[src/rtl/stream_comparator.sv]
// stream_comparator: two-stage elastic pipeline that compares operand pairs
// (signed or unsigned) and keeps saturating counts of gt/lt/eq results.
module stream_comparator #(
   parameter int WIDTH     = 16,
   parameter int CNT_WIDTH = 8
) (
   input  logic                 clk,
   input  logic                 n_rst,
   input  logic [WIDTH-1:0]     a,
   input  logic [WIDTH-1:0]     b,
   input  logic                 signed_mode,
   input  logic                 in_valid,
   output logic                 in_ready,
   output logic                 gt,
   output logic                 lt,
   output logic                 eq,
   output logic                 out_valid,
   input  logic                 out_ready,
   input  logic                 clear,
   output logic [CNT_WIDTH-1:0] gt_count,
   output logic [CNT_WIDTH-1:0] lt_count,
   output logic [CNT_WIDTH-1:0] eq_count
);

   localparam int STAGES = 2;

   typedef struct packed {
      logic [WIDTH-1:0] a;
      logic [WIDTH-1:0] b;
      logic             sm;
   } req_t;

   typedef struct packed {
      logic gt;
      logic lt;
      logic eq;
   } rsp_t;

   localparam logic [CNT_WIDTH-1:0] CNT_ONE = {{(CNT_WIDTH-1){1'b0}}, 1'b1};

   logic [STAGES:1]         vld_pipe;
   req_t                    s1;
   rsp_t                    s2;
   rsp_t                    cmp;
   logic                    s2_adv;
   logic                    out_fire;
   logic signed [WIDTH:0]   ea;
   logic signed [WIDTH:0]   eb;
   logic [CNT_WIDTH-1:0]    cnt [3];

   // S2 takes a new value when it is empty or its result leaves this cycle;
   // S1 drains into S2 on exactly the same condition.
   assign s2_adv   = !vld_pipe[2] || out_ready;
   assign out_fire = vld_pipe[2] && out_ready;
   assign in_ready = n_rst && (!vld_pipe[1] || s2_adv);

   // Extend by one bit: sign-extend in signed mode, zero-extend otherwise,
   // so one signed compare covers both modes.
   assign ea = $signed({s1.sm & s1.a[WIDTH-1], s1.a});
   assign eb = $signed({s1.sm & s1.b[WIDTH-1], s1.b});

   // Result of the pair held in S1; all-zero when S1 is empty.
   always_comb begin
      cmp    = '0;
      cmp.gt = vld_pipe[1] && (ea > eb);
      cmp.lt = vld_pipe[1] && (ea < eb);
      cmp.eq = vld_pipe[1] && (ea == eb);
   end

   // Pipeline registers: S1 holds operands, S2 holds the registered result.
   always_ff @(posedge clk) begin
      if (!n_rst) begin
         vld_pipe <= '0;
         s1       <= '0;
         s2       <= '0;
      end else begin
         if (in_ready) begin
            vld_pipe[1] <= in_valid;
            if (in_valid) s1 <= '{a: a, b: b, sm: signed_mode};
         end
         if (s2_adv) begin
            vld_pipe[2] <= vld_pipe[1];
            s2          <= cmp;
         end
      end
   end

   assign out_valid = vld_pipe[2];
   assign gt        = s2.gt;
   assign lt        = s2.lt;
   assign eq        = s2.eq;

   // Saturating event counters, bumped per output transfer; clear wins.
   always_ff @(posedge clk) begin
      if (!n_rst || clear) begin
         for (int i = 0; i < 3; i++) cnt[i] <= '0;
      end else if (out_fire) begin
         if (s2.gt && cnt[0] != '1) cnt[0] <= cnt[0] + CNT_ONE;
         if (s2.lt && cnt[1] != '1) cnt[1] <= cnt[1] + CNT_ONE;
         if (s2.eq && cnt[2] != '1) cnt[2] <= cnt[2] + CNT_ONE;
      end
   end

   assign gt_count = cnt[0];
   assign lt_count = cnt[1];
   assign eq_count = cnt[2];

endmodule

[config.mk]
export PLATFORM = sky130hd
export DESIGN_NAME = stream_comparator
export DESIGN_NICKNAME = d
export VERILOG_FILES = /design/src/rtl/stream_comparator.sv
export SDC_FILE = /design/constraint.sdc
export NUM_CORES = 1
export LEC_CHECK = 0
export ABC_CLOCK_PERIOD_IN_PS = 1800
export CAP_MARGIN = 20
export CORE_MARGIN = 3
export CORE_UTILIZATION = 46
export DETAILED_ROUTE_END_ITERATION = 7
export PLACE_DENSITY = 0.77
export REMOVE_ABC_BUFFERS = 1
export SLEW_MARGIN = 20
export SYNTH_ARGS = -nofsm -noshare
export SYNTH_HDL_FRONTEND = slang
export SYNTH_SLANG_ARGS = --single-unit
[constraint.sdc]
create_clock -name clk -period 1.8 [get_ports clk]
set_input_delay 0.54 -clock clk [delete_from_list [all_inputs] [get_ports clk]]
set_output_delay 0.54 -clock clk [all_outputs]
set_load 0.005 [all_outputs]
# Word-level counts from Yosys, hierarchy flattened
# Memories as Yosys holds them, arrays and structs flattened.
# Index checks and enable logic that the tools add are counted.
[word_totals]
regBits = 38
latchBits = 0
ram_bits = 24
romBits = 0
input_bits = 38
out_inout_bits = 29
wordCells = 55
memories = 1
[memory_table]
columns = ["name", "depth", "width", "rd", "rd_clocked_by_memory_dff", "wr", "line", "rtl"]
rows = [
  ["cnt", 3, 8, 3, 0, 3, "49", "logic [CNT_WIDTH-1:0] cnt [3];"],
]
[classes]
addsub = 3
multipliers = 0
div = 0
order_cmp = 2
n_eq_ne = 4
n_shift = 0
muxes = 17
n_bitwise = 5
reduce_logical = 15
[ops]
columns = ["operator", "count"]
rows = [
  ["adder 8 x 1 -> 8 bit (second input constant)", 3],
  ["2-to-1 mux 8 bit", 3],
  ["!= test 8 bit (second input constant)", 3],
  ["== test 17 bit", 1],
  ["> comparator 17 bit", 1],
  ["< comparator 17 bit", 1],
  ["2-to-1 mux 1 bit", 14],
  ["logical AND 1 bit", 8],
  ["logical NOT 1 bit", 3],
  ["logical OR 1 bit", 3],
  ["bitwise OR 1 bit", 3],
  ["bitwise AND 1 bit", 2],
  ["AND reduction 2 bit", 1],
]

# Logic depth before layout (Yosys ltp)
# Gate-level depths: netlist of the first run.
[logic_depth]
ltp_word = 7
mapped_depth = 8
ltp_nobuf = 7

# Least setup slack after synthesis of the first run
# No wires, ideal clock.
[synth_timing]
path_type = "flip-flop to flip-flop"
startpoint = "mem cnt[0][0]"
endpoint = "mem cnt[1][2] (netlist: cnt[0][10]), data pin"
setup_time_ns = 0.138
t_arrival_ns = 1.628
required_time_ns = 1.662
setup_slack_ns = 0.034
path_stages_with_launch = 8
n_path_buf = 1
synth_period_minus_slack_ns = 1.766
cell_sequence = "edfxtp_1 ha_1 and3_4 nand3_2 o2111ai_2 o311a_4 buf_6 nor2_1"
[synth_lines]
columns = ["element", "line"]
rows = [
  ["start, declared", "49"],
]

==> results_dict.tcl, run 1 <==
set metrics [dict create \
    status "complete, but fails checks" \
    violations "setup timing" \
    diodes 0 \
    synthMuxAreaShare_pct 0 \
    report.final.slew_viol_count 0 \
    seq_area_frac_synth_pct 48.82 \
    io_buffers 66 \
    synth_top_family_by_area "simple AND/OR/NAND/NOR gates" \
    synthFlopType "dfxtp_1" \
    drc 0 \
    syn_area_per_cell_um2 9.571 \
    antenna_found_initial 0 \
    vias_per_cell 5.513 \
    worstReg2RegEnd "cnt[0][6]$_SDFFCE_PN0P_" \
    synth_fa_ha_area_share_pct 7.835 \
    drtIter0Drc 217 \
    cts_buffer_depth 2 \
    clk_latency_ns 0.34 \
    synthSimpleGateAreaFrac_pct 22.56 \
    worstPathArrival_ns 1.90 \
    synth-async-reset-ratio_pct 0 \
    drv_cap 0 \
    cp.required_ns 1.89 \
    fmax_mhz 553.8 \
    die_area_mm2 0.007606 \
    rsz0062_at_grt "yes" \
    ir_drop_mv 0.7032 \
    coreArea_mm2 0.006166 \
    num_io_pins 67 \
    wirelength_um 7924 \
    grt-ovfl-total 0 \
    setup_ws_ns -0.005638 \
    path_class "reg -> reg" \
    clock-sinks 62 \
    grt_use_total_pct 20.17 \
    tightest_slew_ns 0.4259 \
    gp_congestion 0.8291 \
    final_nets 486 \
    critPathLaunchType "flip-flop" \
    p_leak_nw 1.945 \
    crit_start "cnt[0][8]$_SDFFCE_PN0P_" \
    setup_viol 3 \
    clockRootBuffer "clkbuf_8" \
    cts_made_buffers 9 \
    num_vias 2806 \
    crit_path_end_kind "flip-flop" \
    relSlewSlack_pct 71.54 \
    syn_area_mm2 0.003034 \
    die_height_um 87.22 \
    rows 28 \
    finalHoldViolations 0 \
    min_path_type "reg -> reg" \
    wire_per_inst_um 15.57 \
    reg2regPathDepth 6 \
    finalCritPeriodShare_pct 100.3 \
    whs_ns 0.4597 \
    p_per_area_mw_per_mm2 749.4 \
    htree_levels 3 \
    drt_first_pass_iters 5 \
    synth_top_area_cell "dfxtp_1" \
    grt_max_degree 30 \
    start_util_pct 49.21 \
    grt_pass1_vias 2670 \
    r2r_slack_ns -0.006 \
    drive_gt1_share_pct 21.66 \
    cp_max_fo 6 \
    synth_compound_area_share_pct 10.19 \
    synthXorXnorAreaFrac_pct 5.485 \
    r2r-start "cnt[0][8]$_SDFFCE_PN0P_" \
    clk_pin_slew_ns 0.07 \
    finalPower_w 0.003345 \
    grt_pass1_wl_um 11870 \
    period_minus_slack_ns 1.806 \
    synth.top_cell.area_share_pct 25.07 \
    die_w_um 87.22 \
    cts_tree "done" \
    syn_to_final_growth_pct 47.13 \
    dp_hpwl_um 4922 \
    netlist_instances 317 \
    synth_seq_cells 62 \
    ant_nets 0 \
    fin_skew_ns 0.01049 \
    ys_types 39 \
    synth_area_leaders "dfxtp_1, edfxtp_1, nand2_1" \
    crit_end "cnt[0][6]$_SDFFCE_PN0P_" \
    synth_edf_count 24 \
    ys_warn_count 0 \
]
-- through the flow --
step	setup TNS (ns)	util (%)	setup slack (ns)	cell area [um^2]	cells
2_1_floorplan	-15.27	-	-0.5212	2943	304
3_3_place_gp	-24.50	63.80	-0.5624	3934	468
3_5_place_dp	-27.75	63.80	-0.5759	3934	468
4_1_cts	-0.04511	70.09	-0.02271	4322	502
5_1_grt	-0.2129	72.40	-0.03282	4464	509
6_report	-0.01351	72.40	-0.005638	4464	509
-- layout make-up --
class | instances | area (um^2)
clock buffers | 12 | 145.1
fillers | 425 | 1702
inverters | 17 | 63.81
clock inverters | 4 | 46.29
well taps | 75 | 93.84
multi-input cells | 228 | 1560
repair buffers | 111 | 1067
flip-flops and latches | 62 | 1488
-- repair_timing --
item | 4_1_cts | 5_1_grt
buffers inserted | 16 | 6
endpoints found under the hold margin | 0 | 0
setup endpoints to repair | 60 | 46
pin swaps | 3 | 5
hold buffers | 0 | 0
cloned | 2 | 1
gates resized for setup | 27 | 29
-- cell usage after synthesis (2+ instances only) --
cell type,instances
xnor2_1,9
edfxtp_1,24
and3_1,7
buf_6,5
dfxtp_1,38
and2_1,2
ha_1,19
o31ai_1,12
or2_2,2
xor2_1,10
o31ai_2,4
nor2b_1,5
nand4_1,3
nand3_1,31
o21ai_0,3
nand2_1,64
nand2b_1,2
clkbuf_1,3
nor2_1,28
inv_1,17
a21oi_1,8
buf_2,4
-- sequential cells by signal, summed over array words and instances (netlist names) --
signal,flops
cnt,24
lt,1
eq,1
ea,16
eb,16
gt,1
vld_pipe,2
s1,1
-- where the power goes --
group	leakage, nW	internal (W)	total (W)	switching [W]
clock	0.0940	0.000671	0.00120	0.000532
sequential	0.583	0.00154	0.00158	0.0000467
combinational	1.27	0.000292	0.000559	0.000266
-- kinds of logic after synthesis --
logic type               Yosys count
AO/OA/AOI/OAI                     37
XOR/XNOR                          19
adder cells (fa/ha/maj)           19
buffers and inverters             30
flip-flops                        62
AND/OR/NAND/NOR                  150
-- placed cells by master, fill, tap and decap left out, types with 3 or more instances in the layout --
| cell type | n |
|---|---|
| a21oi_1 | 8 |
| and3_1 | 6 |
| buf_12 | 5 |
| buf_4 | 40 |
| clkbuf_8 | 10 |
| clkdlybuf4s15_1 | 3 |
| clkdlybuf4s50_1 | 45 |
| dfxtp_1 | 35 |
| dlygate4sd2_1 | 8 |
| dlymetal6s2s_1 | 8 |
| edfxtp_1 | 24 |
| ha_1 | 16 |
| inv_1 | 17 |
| nand2_1 | 62 |
| nand3_1 | 30 |
| nand4_1 | 3 |
| nor2_1 | 26 |
| nor2_2 | 3 |
| nor2b_1 | 4 |
| o311a_4 | 4 |
| o31ai_1 | 12 |
| o31ai_2 | 4 |
| xnor2_1 | 9 |
| xor2_1 | 10 |
-- worst min path at each step --
| stage | startpoint | end | slack [ns] | cells past startpoint |
|---|---|---|---|---|
| after floorplan | eb[0]$_SDFFE_PN0P_ | eb[0]$_SDFFE_PN0P_ | 0.44 | 2 |
| after global placement | eb[0]$_SDFFE_PN0P_ | eb[0]$_SDFFE_PN0P_ | 0.45 | 2 |
| after detailed placement | ea[1]$_SDFFE_PN0P_ | ea[1]$_SDFFE_PN0P_ | 0.45 | 2 |
| after CTS | ea[1]$_SDFFE_PN0P_ | ea[1]$_SDFFE_PN0P_ | 0.46 | 2 |
| after global routing | ea[13]$_SDFFE_PN0P_ | ea[13]$_SDFFE_PN0P_ | 0.48 | 2 |
| final | ea[7]$_SDFFE_PN0P_ | ea[7]$_SDFFE_PN0P_ | 0.46 | 2 |
-- routing by layer --
metal / track usage [%] / routed length (um) / vias to the layer above
li1: - / - / 1330
met5: 0 / 0 / -
met4: 8.787 / 163 / 0
met1: 23.61 / 3218 / 1354
met2: 35.40 / 4013 / 102
met3: 4.257 / 529 / 20
-- worst max-delay path: stages, from the launching register on --
cell,delay (ns)
edfxtp_1,0.36
buf_4,0.14
ha_4,0.14
nand2_2,0.07
o311ai_4,0.43
o311a_4,0.35
nor2_1,0.06
No activity file was read; power rests on OpenSTA's default activity.
==> inputs of run 2 (changes only) <==
CAP_MARGIN = 10   (was 20)
==> results of run 2 <==
Same layout as run 1: the final DEF is identical, and so are final timing and power.
==> inputs of run 3 (changes only) <==
CAP_MARGIN = default   (was 10)
SETUP_SLACK_MARGIN = 0.4   (was default)
==> run 3 against run 2 <==
  * Power is 11% higher
  * Setup slack worse by 0.0057 ns
  * Largest power group unchanged
  * The flow still finishes with violations (setup timing)
  * Global-route usage grew 5.5 points
  * Clock power rose by 4%
  * Critical path depth increased by 1
  * Hold slack better by 0.020 ns
  * Die area did not move
==> results_dict.tcl, run 3 (synthesized netlist as in run 1, its figures left out) <==
set metrics [dict create \
    ant_nets 0 \
    rsz0062_at_grt "yes" \
    cts_buffer_depth 2 \
    die_w_um 87.22 \
    cts_tree "done" \
    grt.met2_usage_pct 47.76 \
    cp_max_fo 6 \
    grt_pass1_vias 3138 \
    num_io_pins 67 \
    drt_first_pass_iters 5 \
    grt_pass1_wl_um 14710 \
    antenna_found_initial 0 \
    dp_slack_ns -0.5759 \
    busiest_layer "met2" \
    violations "setup timing" \
    fmax_mhz 552.1 \
    finalPower_w 0.003712 \
    drive_gt1_share_pct 53.93 \
    wirelength_um 11730 \
    htree_levels 3 \
    drtIter0Drc 242 \
    syn_to_final_growth_pct 76.91 \
    clk_pin_slew_ns 0.07 \
    most-common-layout-cells "buf_4, nand2_1, clkdlybuf4s50_1, buf_6, nand3_1" \
    die_height_um 87.22 \
    grt_use_total_pct 25.65 \
    setup_ws_ns -0.01133 \
    io_buffers 66 \
    period_minus_slack_ns 1.811 \
    p_leak_nw 2.235 \
    cts_made_buffers 9 \
    cp_slowest_cell "edfxtp_1" \
    stdcell_area_mm2 0.005368 \
    clockRootBuffer "clkbuf_8" \
    layout_commonest_cell "buf_4" \
    fin_skew_ns 0.008462 \
    path_cells "buf_6, ha_4, nand2_4, o311ai_4, buf_6, o311a_4, nor2_2" \
    die_area_mm2 0.007606 \
    whs_ns 0.4799 \
    diodes 0 \
    finalHoldViolations 0 \
    report.final.slew_viol_count 0 \
    grt_max_degree 30 \
    wire_per_inst_um 21.48 \
    min_path_type "reg -> reg" \
    met1_usage_pct 27.12 \
    clk_latency_ns 0.35 \
    status "complete, but fails checks" \
    path_class "reg -> reg" \
    ir_drop_mv 0.7443 \
    rows 28 \
    dp_hpwl_um 4922 \
    drv_cap 0 \
    top_register "cnt" \
    grt-ovfl-total 0 \
    worstPathArrival_ns 1.91 \
    final_nets 523 \
    setup_viol 5 \
    relSlewSlack_pct 63.32 \
    vias_per_cell 5.888 \
    met3_usage_pct 5.393 \
    placed_area_mm2 0.003934 \
    num_vias 3215 \
    drc 0 \
    cp.required_ns 1.90 \
    critPathMaxStageDelay_ns 0.40 \
    postCtsHoldBufs 0 \
    coreArea_mm2 0.006166 \
    critPathLaunchType "flip-flop" \
    tightest_slew_ns 0.5502 \
    crit_path_end_kind "flip-flop" \
    p_per_area_mw_per_mm2 691.5 \
    gp_congestion 0.8291 \
    cpMostUsedCell "buf_6" \
    clock-sinks 62 \
    finalCritPeriodShare_pct 100.6 \
    largest_register_ffs 24 \
    start_util_pct 49.21 \
]
## run 3: cell types whose count changed in the layout (fill, tap and decap cells not counted), sizes merged
cell and delta:
clkbuf +4, clkdlybuf4s50 -12, clkdlybuf4s15 -4, buf +63
dlymetal6s2s -7, dlygate4sd2 -7
## run 3: through the flow
stage | TNS (ns) | util [%] | std cells
6_report | -0.02672 | 87.05 | 546
5_1_grt | -0.5302 | 87.05 | 546
4_1_cts | 0 | 79.16 | 535
3_5_place_dp | -27.75 | 63.80 | 468
3_3_place_gp | -24.50 | 63.80 | 468
2_1_floorplan | -15.27 | - | 304
## run 3: layout make-up
| type | instances | area (um^2) |
|---|---|---|
| Fill cell | 263 | 798.3 |
| Tap cell | 75 | 93.84 |
| Multi-Input combinational cell | 228 | 2150 |
| Clock buffer | 12 | 145.1 |
| Clock inverter | 4 | 46.29 |
| Sequential cell | 62 | 1508 |
| Timing Repair Buffer | 148 | 1359 |
| Inverter | 17 | 66.31 |
## run 3: power breakdown
part / internal (W) / switching, W / leakage [nW] / total, W
Combinational: 0.000439 / 0.000419 / 1.55 / 0.000857
Clock: 0.000672 / 0.000576 / 0.0940 / 0.00125
Sequential: 0.00154 / 0.0000661 / 0.588 / 0.00161
## run 3: worst max-delay path: cells and delay by family, from the launching register on
| family | cells | cell delay, ns |
|---|---|---|
| adder cells (fa/ha/maj) | 1 | 0.14 |
| AND/OR/NAND/NOR | 2 | 0.12 |
| buffers and inverters | 2 | 0.30 |
| AO/OA/AOI/OAI | 2 | 0.59 |
| flip-flops | 1 | 0.40 |
## run 3: what timing repair did
action,4_1_cts,5_1_grt
cloned,3,3
gates resized for setup,223,89
setup buffers,48,8
endpoints found under the setup margin,113,96
pin swaps,44,46
## run 3: path summary, 6_finish.rpt
check | end | from | cells past startpoint | slack, ns
worst max-delay path | cnt[0][4]$_SDFFCE_PN0P_ | cnt[0][8]$_SDFFCE_PN0P_ | 7 | -0.01
worst min-delay path | ea[13]$_SDFFE_PN0P_ | ea[13]$_SDFFE_PN0P_ | 2 | 0.48
worst max register to register | cnt[0][4]$_SDFFCE_PN0P_ | cnt[0][8]$_SDFFCE_PN0P_ | 7 | -0.01
worst min register to register | ea[13]$_SDFFE_PN0P_ | ea[13]$_SDFFE_PN0P_ | 2 | 0.48
## run 3: routing by layer
layer,vias up,routed length [um]
met5,-,0
met1,1547,4082
met3,57,801
li1,1412,-
met4,0,639
met2,199,6204
